### config.mk
export PLATFORM = sky130hd
export DESIGN_NAME = jtag_reg_bank
export DESIGN_NICKNAME = d
export VERILOG_FILES = /design/src/rtl/jtag_reg_bank_pkg.sv /design/src/rtl/jtag_reg_bank_shift_dr.sv /design/src/rtl/jtag_reg_bank.sv
export SDC_FILE = /design/constraint.sdc
export NUM_CORES = 1
export LEC_CHECK = 0
export CORE_MARGIN = 10
export CORE_UTILIZATION = 46
export CTS_CLUSTER_DIAMETER = 80
export DETAILED_ROUTE_END_ITERATION = 10
export PLACE_DENSITY_LB_ADDON = 0.05
export SYNTH_ARGS = -nofsm -noshare
export SYNTH_HDL_FRONTEND = slang
export SYNTH_HIERARCHICAL = 1
export SYNTH_SLANG_ARGS = --single-unit
### constraint.sdc
create_clock -name i_tck -period 2.8 [get_ports i_tck]
set_input_delay 0.56 -clock i_tck [delete_from_list [all_inputs] [get_ports i_tck]]
set_output_delay 0.56 -clock i_tck [all_outputs]
set_load 0.01 [all_outputs]
### src/rtl/jtag_reg_bank_pkg.sv
// jtag_reg_bank_pkg: FSM state encoding and DR sizing helpers shared by the JTAG register bank
//   jtag_state_e : IDLE / CAPT / SHIFT / UPD transaction states
//   addr_width() : address field width, never below one bit
//   dr_length()  : full DR frame length = wr bit + address + data
package jtag_reg_bank_pkg;

    typedef enum logic [1:0] {
        ST_IDLE  = 2'd0,
        ST_CAPT  = 2'd1,
        ST_SHIFT = 2'd2,
        ST_UPD   = 2'd3
    } jtag_state_e;

    function automatic int addr_width(input int n);
        return (n > 1) ? $clog2(n) : 1;
    endfunction

    function automatic int dr_length(input int data_w, input int n);
        return 1 + addr_width(n) + data_w;
    endfunction

endpackage

### src/rtl/jtag_reg_bank_shift_dr.sv
// jtag_reg_bank_shift_dr: DR shift register with parallel load and saturating bit counter
//   i_tck/i_resetn : TCK and async active-low reset
//   i_load/i_load_val : parallel capture, clears the counter (beats shift and clear)
//   i_shift/i_tdi  : shift one bit in at the top, LSB leaves first
//   i_clr          : clear the counter once a frame has been consumed
//   o_sr/o_cnt     : register contents and bits shifted since capture (saturates at DR_LEN+1)
module jtag_reg_bank_shift_dr #(
    parameter  int DR_LEN = 11,
    localparam int CNT_W  = $clog2(DR_LEN + 2)
)(
    input  logic              i_tck,
    input  logic              i_resetn,
    input  logic              i_load,
    input  logic [DR_LEN-1:0] i_load_val,
    input  logic              i_shift,
    input  logic              i_clr,
    input  logic              i_tdi,
    output logic [DR_LEN-1:0] o_sr,
    output logic [CNT_W-1:0]  o_cnt
);

    localparam logic [CNT_W-1:0] CNT_MAX = CNT_W'(DR_LEN + 1);

    logic [DR_LEN-1:0] r_sr;
    logic [CNT_W-1:0]  r_cnt;

    always_ff @(posedge i_tck or negedge i_resetn) begin
        if (!i_resetn) begin
            r_sr  <= '0;
            r_cnt <= '0;
        end else if (i_load) begin
            r_sr  <= i_load_val;
            r_cnt <= '0;
        end else if (i_shift) begin
            r_sr  <= {i_tdi, r_sr[DR_LEN-1:1]};
            r_cnt <= (r_cnt == CNT_MAX) ? r_cnt : r_cnt + 1'b1;
        end else if (i_clr) begin
            r_cnt <= '0;
        end
    end

    assign o_sr  = r_sr;
    assign o_cnt = r_cnt;

endmodule

### src/rtl/jtag_reg_bank.sv
// jtag_reg_bank: JTAG user-DR register bank (TCK domain) with addressed writes and readback
//   i_tck/i_resetn          : TCK and async active-low reset
//   i_sel/i_capture/i_shift/i_update/i_tdi : BSCANE2 TAP outputs, ignored while i_sel=0
//   o_tdo                   : serial out, bit 0 of the DR
//   i_rd_data               : per-channel readback, channel i at [i*JDATA_WIDTH +: JDATA_WIDTH]
//   o_reg_q/o_wr_strobe     : written register values and one-cycle write pulses
//   o_rd_addr               : channel returned by the next capture
//   o_frame_err/o_addr_err  : bad frame length / out-of-range address on the last update
// DR layout, bit 0 shifted first: data, then address, then wr at the top bit.
module jtag_reg_bank
    import jtag_reg_bank_pkg::*;
#(
    parameter  int                     JDATA_WIDTH = 32,
    parameter  int                     NUM_REGS    = 4,
    parameter  logic [JDATA_WIDTH-1:0] RESET_VALUE = '0,
    localparam int                     ADDR_W      = addr_width(NUM_REGS)
)(
    input  logic                            i_tck,
    input  logic                            i_resetn,
    input  logic                            i_sel,
    input  logic                            i_capture,
    input  logic                            i_shift,
    input  logic                            i_update,
    input  logic                            i_tdi,
    output logic                            o_tdo,
    input  logic [NUM_REGS*JDATA_WIDTH-1:0] i_rd_data,
    output logic [NUM_REGS*JDATA_WIDTH-1:0] o_reg_q,
    output logic [NUM_REGS-1:0]             o_wr_strobe,
    output logic [ADDR_W-1:0]               o_rd_addr,
    output logic                            o_frame_err,
    output logic                            o_addr_err
);

    localparam int                DR_LEN     = dr_length(JDATA_WIDTH, NUM_REGS);
    localparam int                CNT_W      = $clog2(DR_LEN + 2);
    localparam int                ADDR_LSB   = JDATA_WIDTH;
    localparam int                WR_BIT     = DR_LEN - 1;
    localparam logic [ADDR_W:0]   NUM_REGS_V = (ADDR_W + 1)'(NUM_REGS);
    localparam logic [CNT_W-1:0]  DR_LEN_V   = CNT_W'(DR_LEN);

    jtag_state_e            r_state, w_state_nx;
    logic                   r_upd_d, w_upd_rise, w_load, w_shift_en;
    logic                   w_len_ok, w_addr_ok, w_wr_en;
    logic                   r_frame_err, r_addr_err;
    logic [DR_LEN-1:0]      w_sr, w_cap_val;
    logic [CNT_W-1:0]       w_cnt;
    logic [ADDR_W-1:0]      w_addr, r_rd_addr;
    logic [JDATA_WIDTH-1:0] w_data;
    logic [JDATA_WIDTH-1:0] w_rd_ch [2**ADDR_W];
    logic [NUM_REGS-1:0]    w_wr_dec, r_wr_strobe;

    // Readback mux is padded to a power of two so any address value indexes safely
    for (genvar g = 0; g < 2**ADDR_W; g++) begin : g_ch
        if (g < NUM_REGS) begin : g_real
            logic [JDATA_WIDTH-1:0] r_q;
            assign w_rd_ch[g]  = i_rd_data[g*JDATA_WIDTH +: JDATA_WIDTH];
            assign w_wr_dec[g] = w_wr_en && (w_addr == ADDR_W'(g));
            assign o_reg_q[g*JDATA_WIDTH +: JDATA_WIDTH] = r_q;
            always_ff @(posedge i_tck or negedge i_resetn) begin
                if (!i_resetn)
                    r_q <= RESET_VALUE;
                else if (w_wr_dec[g])
                    r_q <= w_data;
            end
        end else begin : g_pad
            assign w_rd_ch[g] = '0;
        end
    end

    assign w_cap_val  = {r_frame_err | r_addr_err, r_rd_addr, w_rd_ch[r_rd_addr]};
    assign w_upd_rise = i_sel && i_update && !r_upd_d;
    assign w_load     = i_sel && i_capture;
    // Capture beats shift, update beats shift; shifting outside a frame is ignored
    assign w_shift_en = i_sel && i_shift && !i_capture && !w_upd_rise &&
                        (r_state == ST_CAPT || r_state == ST_SHIFT);

    jtag_reg_bank_shift_dr #(.DR_LEN(DR_LEN)) u_shift_dr (
        .i_tck      (i_tck),
        .i_resetn   (i_resetn),
        .i_load     (w_load),
        .i_load_val (w_cap_val),
        .i_shift    (w_shift_en),
        // Clearing on UPD makes a later update without capture read as a bad frame
        .i_clr      (r_state == ST_UPD),
        .i_tdi      (i_tdi),
        .o_sr       (w_sr),
        .o_cnt      (w_cnt)
    );

    assign w_data    = w_sr[JDATA_WIDTH-1:0];
    assign w_addr    = w_sr[ADDR_LSB +: ADDR_W];
    assign w_len_ok  = (w_cnt == DR_LEN_V);
    assign w_addr_ok = ({1'b0, w_addr} < NUM_REGS_V);
    assign w_wr_en   = (r_state == ST_UPD) && w_len_ok && w_addr_ok && w_sr[WR_BIT];

    always_comb begin
        w_state_nx = r_state;
        if (w_load)
            w_state_nx = ST_CAPT;
        else if (w_upd_rise)
            w_state_nx = ST_UPD;
        else if (r_state == ST_UPD)
            w_state_nx = ST_IDLE;
        else if (w_shift_en)
            w_state_nx = ST_SHIFT;
    end

    always_ff @(posedge i_tck or negedge i_resetn) begin
        if (!i_resetn) begin
            r_state     <= ST_IDLE;
            r_upd_d     <= 1'b0;
            r_wr_strobe <= '0;
            r_rd_addr   <= '0;
            r_frame_err <= 1'b0;
            r_addr_err  <= 1'b0;
        end else begin
            r_state     <= w_state_nx;
            r_upd_d     <= i_update;
            r_wr_strobe <= w_wr_dec;
            if (r_state == ST_UPD) begin
                r_frame_err <= !w_len_ok;
                if (w_len_ok) begin
                    r_addr_err <= !w_addr_ok;
                    if (w_addr_ok)
                        r_rd_addr <= w_addr;
                end
            end
        end
    end

    assign o_tdo       = w_sr[0];
    assign o_wr_strobe = r_wr_strobe;
    assign o_rd_addr   = r_rd_addr;
    assign o_frame_err = r_frame_err;
    assign o_addr_err  = r_addr_err;

endmodule

==> impl_metrics.csv <==
group,metric,value,unit
setup_path,worst_ep_required_time,3.10,ns
synthesis,synth_cell_types,45,
finish,fin_area,11600,µm²
sta,tightest_slew,0.730,ns
die,die_height,153,µm
die,die_w,153,µm
setup_path,crit_path_max_fanout,33,
sta,final.period_utilization,0.809,
clocking,cts_tree,"yes",
clocking,cts.sinks,179,
routing,first_pass_iters,6,
power_and_ir_drop,sw_frac_of_total,0.242,
sta,slew_viol_final,0,
clocking,numCtsBuffers,17,
synthesis,ys_seq_area_frac,0.552,
sta,slew_headroom,0.513,
sta,hold_viol_final,0,
setup_path,cp_cell_sequence,"ha_1, nand4bb_1, or4_4, mux2_4",
power_and_ir_drop,intPower,4.39,mW
power_and_ir_drop,powerDensity,499,nW/µm²
power_and_ir_drop,p_seq_frac,0.499,
placed_design,placed_cell_area,11000,µm²
grt,grt_max_degree,78,
sta,max_freq,441,MHz
clocking,cts_hold_buf,0,
setup_path,start_kind,"flip-flop",
grt,grt_first_pass_wirelength,35.8,mm
finish,nNetsFinal,946,
clocking,cts_root_buffer,"clkbuf_16",
setup_path,path_class,"flip-flop to flip-flop",
die,die_area,23300,µm²
routing,avgViaCountPerCell,5.31,
synthesis,synth_fa_ha_area_frac,0.00463,
die,num_rows,48,
grt,first_global_vias,6159,
power_and_ir_drop,pwr-share-comb,0.100,
synthesis,synth_area,8110,µm²
synthesis,synth_top_family_by_area,"multiplexers",
power_and_ir_drop,p_leak,5.11,nW
synthesis,synth_flop_cell,"dfrtp_1",
clocking,post_cts_buffers,0,
placed_design,gp_congestion,0.790,
routing,vias,5554,
synthesis,yosysWarnings,6,
routing,postRouteAntennaNets,0,
setup_path,worstSetupEndpointType,"flip-flop",
clocking,clk_latency,0.42,ns
sta,finalSetupViolCount,0,
synthesis,synth-edff-count,0,
synthesis,syn_avg_cell_area,15.0,µm²
die,start_util,0.469,
placed_design,preCtsSetupSlack,0.255,ns
clocking,cts_resized,0,
sta,min_period,2.27,ns
grt,grt_use_total,0.192,
synthesis,synth-compound-area-share,0.0387,
finish,drive_above_1_share,0.263,
routing,wl_per_cell,21.5,µm
finish,syn_to_final_growth,43.1,%
placed_design,io_buffers,270,
finish,fillers,1308,
sta,fin_skew,0.00867,ns
run_status,status,"finished, final reports clean",
power_and_ir_drop,power.total,5.79,mW
setup_path,slowest_delay,0.84,ns
synthesis,synthMuxAreaShare,0.326,
flow_run,drv_cap,0,
synthesis,yosys.area_share.simple,0.0421,
synthesis,synthArstFlopShare,1.00,
clocking,htree_levels,4,
grt,grt_overflow,0,
synthesis,synthCells,541,
placed_design,dp_hpwl,16.7,mm
grt,antenna_found_initial,0,
power_and_ir_drop,p_clk_frac,0.401,
clocking,clk_path_buf_depth,2,
setup_path,arrival,2.56,ns
synthesis,syn-num-nets,679,
synthesis,ys_ff_latch,179,
finish,n_antenna_cell,0,
sta,setup_ws,0.534,ns
die,core_area,17300,µm²
sta,setup_tns,0,ns
sta,fin_hold_ws,0.149,ns
routing,drtIter0Drc,226,
die,ios,272,
clocking,clk_pin_slew,0.07,ns
sta,rsz0062_at_grt,"false",
hold_path,hold_class,"input pin to asynchronous set/reset pin",
routing,drc,0,
synthesis,synth_xor_area_frac,0.00108,
power_and_ir_drop,switchingPower,1.40,mW
power_and_ir_drop,vdd_drop_max,0.437,mV
setup_path,slowest_stage,"or4_4",
routing,routed_wl,22.5,mm
## registers in the layout, indices dropped and copies added (netlist names)
| name | count |
|---|---|
| o_wr_strobe | 4 |
| o_frame_err | 1 |
| u_shift_dr/o_sr | 35 |
| o_rd_addr | 2 |
| u_shift_dr/o_cnt | 6 |
| r_state | 2 |
| g_ch.g_real.r_q | 128 |
| r_upd_d | 1 |
## kinds of logic after synthesis
family,Yosys count
multiplexers,197
flip-flops,179
adder cells (fa/ha/maj),3
XOR/XNOR,1
AND/OR/NAND/NOR,60
AO/OA/AOI/OAI,54
buffers and inverters,46
other,1
## power by group through the flow
stage | sequential [mW] | combinational [mW] | clock (mW)
CTS | 2.89 | 0.585 | 2.38
finish | 2.89 | 0.579 | 2.32
floorplan | 2.87 | 0.273 | 0
detailed placement | 2.93 | 0.583 | 0
global route | 2.92 | 0.641 | 2.50
global placement | 2.92 | 0.557 | 0
## cell usage in the layout, fill, tap and decap left out, types with 3 or more instances in the layout
cell	instances
nor2_1	3
inv_1	7
clkinvlp_4	3
nand2_1	38
buf_12	4
o21bai_1	3
a211oi_1	3
clkdlybuf4s50_1	269
mux2_1	4
mux4_2	32
mux2i_1	35
a21oi_1	4
mux2_2	97
clkbuf_1	3
mux2_4	29
ha_1	3
dfrtp_1	177
clkbuf_16	17
o21ai_0	35
buf_4	12
## per-stage QoR
stage,util,cells
3_3_place_gp,0.637,1014
5_1_grt,0.671,1046
3_5_place_dp,0.637,1014
2_1_floorplan,-,541
4_1_cts,0.671,1046
6_report,0.671,1046
## synth_stat cells (4+ instances only)
library cell  instances  area [µm²]
buf_4                 7        52.6
mux2_4               29         435
a21oi_1               4        20.0
dfrtp_1             179        4480
nand2_1              38         143
buf_2                15        75.1
clkbuf_1             11        41.3
mux4_2               32         721
mux2i_1              35         350
mux2_1                4        45.0
inv_1                 8        30.0
mux2_2               97        1090
o21ai_0              35         175
## final timing paths
path                                              startpoint                            endpoint  slack, ns  cells past startpoint
max in group asynchronous                           i_resetn     u_shift_dr/o_sr[14]$_DFFE_PN0P_       1.87                      2
min in group i_tck         g_ch[1].g_real.r_q[1]$_DFFE_PN0P_   g_ch[1].g_real.r_q[1]$_DFFE_PN0P_       0.49                      1
setup reg to reg                      r_state[1]$_DFFE_PN0P_  g_ch[0].g_real.r_q[21]$_DFFE_PN0P_       0.53                      4
hold / removal                                      i_resetn   g_ch[3].g_real.r_q[4]$_DFFE_PN0P_       0.15                      1
hold reg to reg            g_ch[1].g_real.r_q[1]$_DFFE_PN0P_   g_ch[1].g_real.r_q[1]$_DFFE_PN0P_       0.49                      1
setup / recovery                      r_state[1]$_DFFE_PN0P_  g_ch[0].g_real.r_q[21]$_DFFE_PN0P_       0.53                      4
## area by class of cell
cell class	instances	area (µm²)	area share
Sequential cell	179	4480	0.386
Multi-Input combinational cell	316	3360	0.289
Timing Repair Buffer	286	2870	0.248
Clock buffer	21	450	0.0388
Tap cell	225	282	0.0243
Clock inverter	11	128	0.0110
Inverter	8	30.0	0.00259
## layer usage
metal / vias up / track usage / routed length [µm]
li1: 2512 / - / -
met1: 2861 / 0.221 / 8840
met2: 167 / 0.336 / 11900
met3: 14 / 0.0663 / 1600
met4: 0 / 0.0481 / 217
met5: - / 0 / 0
## critical path, delay by kind of cell (launching register included)
family | cells | cell delay [ns]
flip-flops | 1 | 0.36
AND/OR/NAND/NOR | 2 | 1.02
multiplexers | 1 | 0.41
adder cells (fa/ha/maj) | 1 | 0.33
Note: power is estimated with default switching activity, not from simulation.
